## src/rtl/mult_pipe_pkg.sv

```systemverilog
// rtl/mult_pipe_pkg.sv - shared types and default constants for the lane multiplier pipe
package mult_pipe_pkg;

   typedef enum logic {
      RND_TRUNC   = 1'b0,
      RND_NEAREST = 1'b1
   } rnd_mode_e;

   localparam int DEF_DATA_W = 16;
   localparam int DEF_FRAC_W = 15;
   localparam int DEF_LANES  = 4;
   localparam int DEF_STAGES = 3;
   localparam int DEF_ID_W   = 4;

endpackage

```

## src/rtl/mult_lane_rs.sv

```systemverilog
// rtl/mult_lane_rs.sv - one lane of signed fixed-point multiply, optional round-half-up, saturate
module mult_lane_rs
   import mult_pipe_pkg::*;
#(
   parameter int DATA_W = DEF_DATA_W,
   parameter int FRAC_W = DEF_FRAC_W
) (
   input  logic signed [DATA_W-1:0] a_i,
   input  logic signed [DATA_W-1:0] b_i,
   input  logic                     rnd_i,
   output logic        [DATA_W-1:0] z_o,
   output logic                     sat_o
);

   localparam int PW = 2 * DATA_W;
   localparam logic signed [PW-1:0] Z_MAX = {{(DATA_W + 1){1'b0}}, {(DATA_W - 1){1'b1}}};
   localparam logic signed [PW-1:0] Z_MIN = {{(DATA_W + 1){1'b1}}, {(DATA_W - 1){1'b0}}};

   logic signed [PW-1:0] a_ext;
   logic signed [PW-1:0] b_ext;
   logic signed [PW-1:0] prod;
   logic signed [PW-1:0] bias;
   logic signed [PW-1:0] shifted;

   // Full-width product cannot overflow, so the bias add is safe even for -1 * -1.
   always_comb begin
      a_ext   = {{DATA_W{a_i[DATA_W-1]}}, a_i};
      b_ext   = {{DATA_W{b_i[DATA_W-1]}}, b_i};
      prod    = a_ext * b_ext;
      bias    = (rnd_mode_e'(rnd_i) == RND_NEAREST) ? (PW'(1) << (FRAC_W - 1)) : '0;
      shifted = (prod + bias) >>> FRAC_W;
      z_o     = shifted[DATA_W-1:0];
      sat_o   = 1'b0;
      if (shifted > Z_MAX) begin
         z_o   = Z_MAX[DATA_W-1:0];
         sat_o = 1'b1;
      end else if (shifted < Z_MIN) begin
         z_o   = Z_MIN[DATA_W-1:0];
         sat_o = 1'b1;
      end
   end

endmodule

```

## src/rtl/mult_pipe_lanes.sv

```systemverilog
// rtl/mult_pipe_lanes.sv - multi-lane multiply pipeline with bubble collapsing; MULT_PIPE_CENSUS_EN adds occupancy counter
module mult_pipe_lanes
   import mult_pipe_pkg::*;
#(
   parameter int DATA_W = DEF_DATA_W,
   parameter int FRAC_W = DEF_FRAC_W,
   parameter int LANES  = DEF_LANES,
   parameter int STAGES = DEF_STAGES,
   parameter int ID_W   = DEF_ID_W
) (
   input  logic                         clk,
   input  logic                         rst,
   input  logic                         in_valid,
   output logic                         in_ready,
   input  logic [LANES*DATA_W-1:0]      in_a,
   input  logic [LANES*DATA_W-1:0]      in_b,
   input  logic                         in_rnd,
   input  logic [ID_W-1:0]              in_id,
   output logic                         out_valid,
   input  logic                         out_ready,
   output logic [LANES*DATA_W-1:0]      out_z,
   output logic [LANES-1:0]             out_sat,
   output logic [ID_W-1:0]              out_id,
   output logic [$clog2(STAGES+1)-1:0]  census,
   output logic                         pipe_full
);

   localparam int VW = LANES * DATA_W;
   localparam int CW = $clog2(STAGES + 1);

   logic [VW-1:0]    lane_z;
   logic [LANES-1:0] lane_sat;

   logic [VW-1:0]    z_q   [STAGES];
   logic [LANES-1:0] sat_q [STAGES];
   logic [ID_W-1:0]  id_q  [STAGES];
   logic [STAGES-1:0] valid_q;
   logic [STAGES-1:0] adv;
   logic              adv_run;

   for (genvar k = 0; k < LANES; k++) begin : g_lane
      mult_lane_rs #(
         .DATA_W (DATA_W),
         .FRAC_W (FRAC_W)
      ) u_lane (
         .a_i   (in_a[k*DATA_W +: DATA_W]),
         .b_i   (in_b[k*DATA_W +: DATA_W]),
         .rnd_i (in_rnd),
         .z_o   (lane_z[k*DATA_W +: DATA_W]),
         .sat_o (lane_sat[k])
      );
   end

   // A stage may move if any stage at or after it is empty, or the output is taken.
   always_comb begin
      adv     = '0;
      adv_run = out_ready;
      for (int i = STAGES - 1; i >= 0; i--) begin
         adv_run = adv_run || !valid_q[i];
         adv[i]  = adv_run;
      end
   end

   always_ff @(posedge clk) begin
      if (rst) begin
         valid_q <= '0;
         for (int i = 0; i < STAGES; i++) begin
            z_q[i]   <= '0;
            sat_q[i] <= '0;
            id_q[i]  <= '0;
         end
      end else begin
         if (adv[0]) begin
            valid_q[0] <= in_valid;
            if (in_valid) begin
               z_q[0]   <= lane_z;
               sat_q[0] <= lane_sat;
               id_q[0]  <= in_id;
            end
         end
         for (int i = 1; i < STAGES; i++) begin
            if (adv[i]) begin
               valid_q[i] <= valid_q[i-1];
               if (valid_q[i-1]) begin
                  z_q[i]   <= z_q[i-1];
                  sat_q[i] <= sat_q[i-1];
                  id_q[i]  <= id_q[i-1];
               end
            end
         end
      end
   end

   assign in_ready  = !valid_q[0] || adv[0];
   assign out_valid = valid_q[STAGES-1];
   assign out_z     = z_q[STAGES-1];
   assign out_sat   = sat_q[STAGES-1];
   assign out_id    = id_q[STAGES-1];

`ifdef MULT_PIPE_CENSUS_EN
   logic [CW-1:0] census_q;
   logic [CW-1:0] census_d;
   logic          accept;
   logic          emit;

   assign accept = in_valid && in_ready;
   assign emit   = out_valid && out_ready;

   always_comb begin
      census_d = census_q;
      if (accept && !emit) begin
         census_d = census_q + CW'(1);
      end else if (!accept && emit) begin
         census_d = census_q - CW'(1);
      end
   end

   always_ff @(posedge clk) begin
      if (rst) begin
         census_q <= '0;
      end else begin
         census_q <= census_d;
      end
   end

   assign census    = census_q;
   assign pipe_full = (census_q == CW'(STAGES));
`else
   assign census    = '0;
   assign pipe_full = 1'b0;
`endif

endmodule

```

## config.mk

```make
export PLATFORM = sky130hd
export DESIGN_NAME = mult_pipe_lanes
export DESIGN_NICKNAME = d
export VERILOG_FILES = /design/src/rtl/mult_pipe_pkg.sv /design/src/rtl/mult_lane_rs.sv /design/src/rtl/mult_pipe_lanes.sv
export SDC_FILE = /design/constraint.sdc
export NUM_CORES = 2
export LEC_CHECK = 0
export CORE_AREA = 3 3 366 368
export DETAILED_ROUTE_END_ITERATION = 10
export DIE_AREA = 0 0 369 371
export GPL_TIMING_DRIVEN = 0
export MAX_ROUTING_LAYER = met4
export PLACE_DENSITY = 0.57
export SYNTH_ARGS = -nofsm -noshare
export SYNTH_HDL_FRONTEND = slang
export SYNTH_HIERARCHICAL = 1
export SYNTH_SLANG_ARGS = --single-unit
```

## constraint.sdc

```tcl
create_clock -name clk -period 11.8 [get_ports clk]
set_input_delay 2.36 -clock clk [delete_from_list [all_inputs] [get_ports clk]]
set_output_delay 2.36 -clock clk [all_outputs]
set_load 0.03 [all_outputs]
```

==> run_results.csv <==
group,metric,value,unit
place,place_hpwl,110000,um
global_routing,grt_pass1_vias,35900,
die,die_area,0.137,mm2
sta,post-route-period-util,0.845,
synth,syn_inst,4918,
finish,syn2layout_area_growth,10.9,%
synth,synth_top_family_by_area,"adder cells",
sta,setup_ws,1.83,ns
sta,rsz0062_at_grt,"false",
worst_setup_path,crit_start,"in_a[23]",
worst_setup_path,cpPeakStageDelay,0.70,ns
synth,synth_fa_ha_area_frac,0.517,
die,fp-row-count,133,
synth,synthArstFlopShare,0,
worst_setup_path,r2r_setup_slack,9.71,ns
job,maxCapViolCount,0,
global_routing,grt_max_degree,68,
clocking,postCtsSetupBuffers,0,
sta,finClkSkew,0.0154,ns
worst_setup_path,reg2reg_depth,5,
sta,max_freq,0.100,GHz
global_routing,gr-total-overflow,0,
sta,setup_violations,0,
clocking,postCtsHoldBufs,0,
sta,relSlewSlack,0.489,
synth,yosysUniqueCellTypes,85,
routing,wl_per_cell,18.3,um
place,place_ws,1.30,ns
clocking,h-tree-depth,1,
synth,synth-simple-area-share,0.162,
worst_setup_path,r2r_end,"z_q[0][144]$_SDFFCE_PN0P_",
global_routing,grt_pass1_wl,204000,um
clocking,clk_pin_slew,0.06,ns
finish,layout_commonest_cell,"inv_1",
synth,synth-xor-area-share,0.0190,
synth,synth_edf_count,216,
worst_setup_path,rr_startpoint,"valid_q[2]$_SDFFE_PP0P_",
worst_setup_path,critPathRequiredTime,12.16,ns
synth,synth.area.mux_share,0.000415,
global_routing,grtUsageTotal,0.196,
synth,synth_top_flop_cell,"edfxtp_1",
clocking,clock_latency,0.53,ns
worst_setup_path,worstPathMaxFanout,10,
finish,drive_gt1_frac,0.0373,
worst_setup_path,setup.worst_path.class,"in2reg",
sta,maxSlewViolCount,0,
die,fp.coreArea,0.131,mm2
outcome,outcome,"finished clean",
place,place_congestion,0.936,
sta,fin_crit,9.97,ns
sta,final_hold_viol_count,0,
worst_hold_path,hp-class,"reg2reg",
worst_setup_path,cp_common_cell,"fa_1",
clocking,cts_tree,"done",
sta,setup_tns,0,ns
synth,synthesis.area,0.0483,mm2
finish,nFillCells,13100,
sta,holdWs,0.563,ns
synth,synth_compound_area_frac,0.0442,
routing,drt_iter0_markers,2127,
synth,synth-seq-area-share,0.136,
sta,max_slew.worst_pin.slew,0.757,ns
worst_setup_path,crit_arrival,10.33,ns
clocking,clock_sinks,219,
routing,drc_errors,0,
finish,layout_common_cells,"inv_1, fa_1, nand2_1",
die,die_h,371,um
global_routing,grt_antenna_before_repair,7,
worst_setup_path,cp-start-kind,"input pin",
synth,postSynthAreaPerCell,9.81,um2
clocking,clock_path_buffers,3,
synth,ys_ff_latch,219,
routing,vias,33200,
routing,dr.pass1.iters,5,
clocking,cts_made_buffers,23,
die,initial_utilization,0.368,
place,port_buffers,209,
clocking,cts_resized,0,
finish,fin_nets,6654,
routing,vias_per_cell,4.79,
routing,wl,127000,um
worst_setup_path,endpoint,"z_q[0][30]$_SDFFCE_PN0P_",
clocking,root_buffer,"clkbuf_16",
synth,yosysWarnings,6,
routing,ant_nets,0,
die,pin_count,214,
worst_setup_path,worstSetupEndpointType,"flop",
worst_setup_path,critPathSlowestCell,"clkdlybuf4s50_1",
die,fp.dieW,369,um
## through the flow
| stage | instance area, um2 | utilization | std cells |
|---|---|---|---|
| finish | 53500 | 0.408 | 6935 |
| global route | 53500 | 0.408 | 6934 |
| CTS | 53500 | 0.408 | 6929 |
| detailed placement | 52700 | 0.402 | 6887 |
| global placement | 52600 | 0.401 | 6884 |
| floorplan | 48300 | - | 4920 |
## logic make-up (layout without fill, tap and decap cells)
kind of cell | count (synthesis) | after routing
fa+ha+maj | 1365 | 1365
flops | 219 | 219
compound gates | 317 | 317
buf+inv | 1464 | 1718
simple gates | 1448 | 1448
other cells | 1 | 9
xor+xnor | 102 | 102
mux | 2 | 2
## routing by layer
metal | wire length, um | GRT usage | vias up
met5 | 0 | - | -
met4 | 1560 | 0.0236 | 0
met3 | 7040 | 0.0249 | 108
met2 | 60400 | 0.317 | 826
met1 | 57600 | 0.271 | 17100
li1 | - | - | 15200
## registers in the layout, summed over array words and instances (netlist names)
name and cells:
sat_q 12, id_q 12, z_q 192, valid_q 3
## cell type report
class / instances / area, um2 / share of cell area
inverters: 1196 / 4490 / 0.0839
plain buffers: 268 / 1390 / 0.0260
repair buffers: 212 / 2170 / 0.0406
well taps: 1755 / 2200 / 0.0410
multi-input cells: 3237 / 35900 / 0.670
flip-flops and latches: 219 / 6550 / 0.122
clock buffers: 25 / 583 / 0.0109
diodes: 6 / 15.0 / 0.000281
clock inverters: 17 / 262 / 0.00489
## how the worst min path moves through the flow
stage	from	to	slack, ns	cells after the start
final	valid_q[0]$_SDFFE_PP0P_	valid_q[1]$_SDFFE_PP0P_	0.56	2
after global routing	z_q[0][49]$_SDFFCE_PN0P_	z_q[0][113]$_SDFFCE_PN0P_	0.61	1
after CTS	valid_q[0]$_SDFFE_PP0P_	valid_q[1]$_SDFFE_PP0P_	0.56	2
after detailed placement	valid_q[0]$_SDFFE_PP0P_	valid_q[1]$_SDFFE_PP0P_	0.55	2
after global placement	valid_q[0]$_SDFFE_PP0P_	valid_q[1]$_SDFFE_PP0P_	0.51	2
after floorplan	valid_q[0]$_SDFFE_PP0P_	valid_q[1]$_SDFFE_PP0P_	0.49	2
## synthesized netlist by cell type (29+ instances only)
library cell     n  area (um2)
inv_1         1196        4490
fa_1          1048       21000
nand2_1        533        2000
and2_1         485        3030
ha_1           312        3900
edfxtp_1       216        6490
nor3b_1        216        1620
clkbuf_1       156         586
a21oi_1         95         475
nor2_1          89         334
buf_4           85         638
xnor2_1         70         613
o21ai_0         56         280
a21o_1          54         405
xor2_1          29         254
## critical path, delay by kind of cell
family | cells | cell delay [ns]
compound gates | 6 | 1.85
fa+ha+maj | 7 | 3.41
buf+inv | 8 | 1.75
simple gates | 4 | 0.95
Power is not shown: default switching activity piles up to over one toggle a cycle in this logic, so the estimate is an artifact.
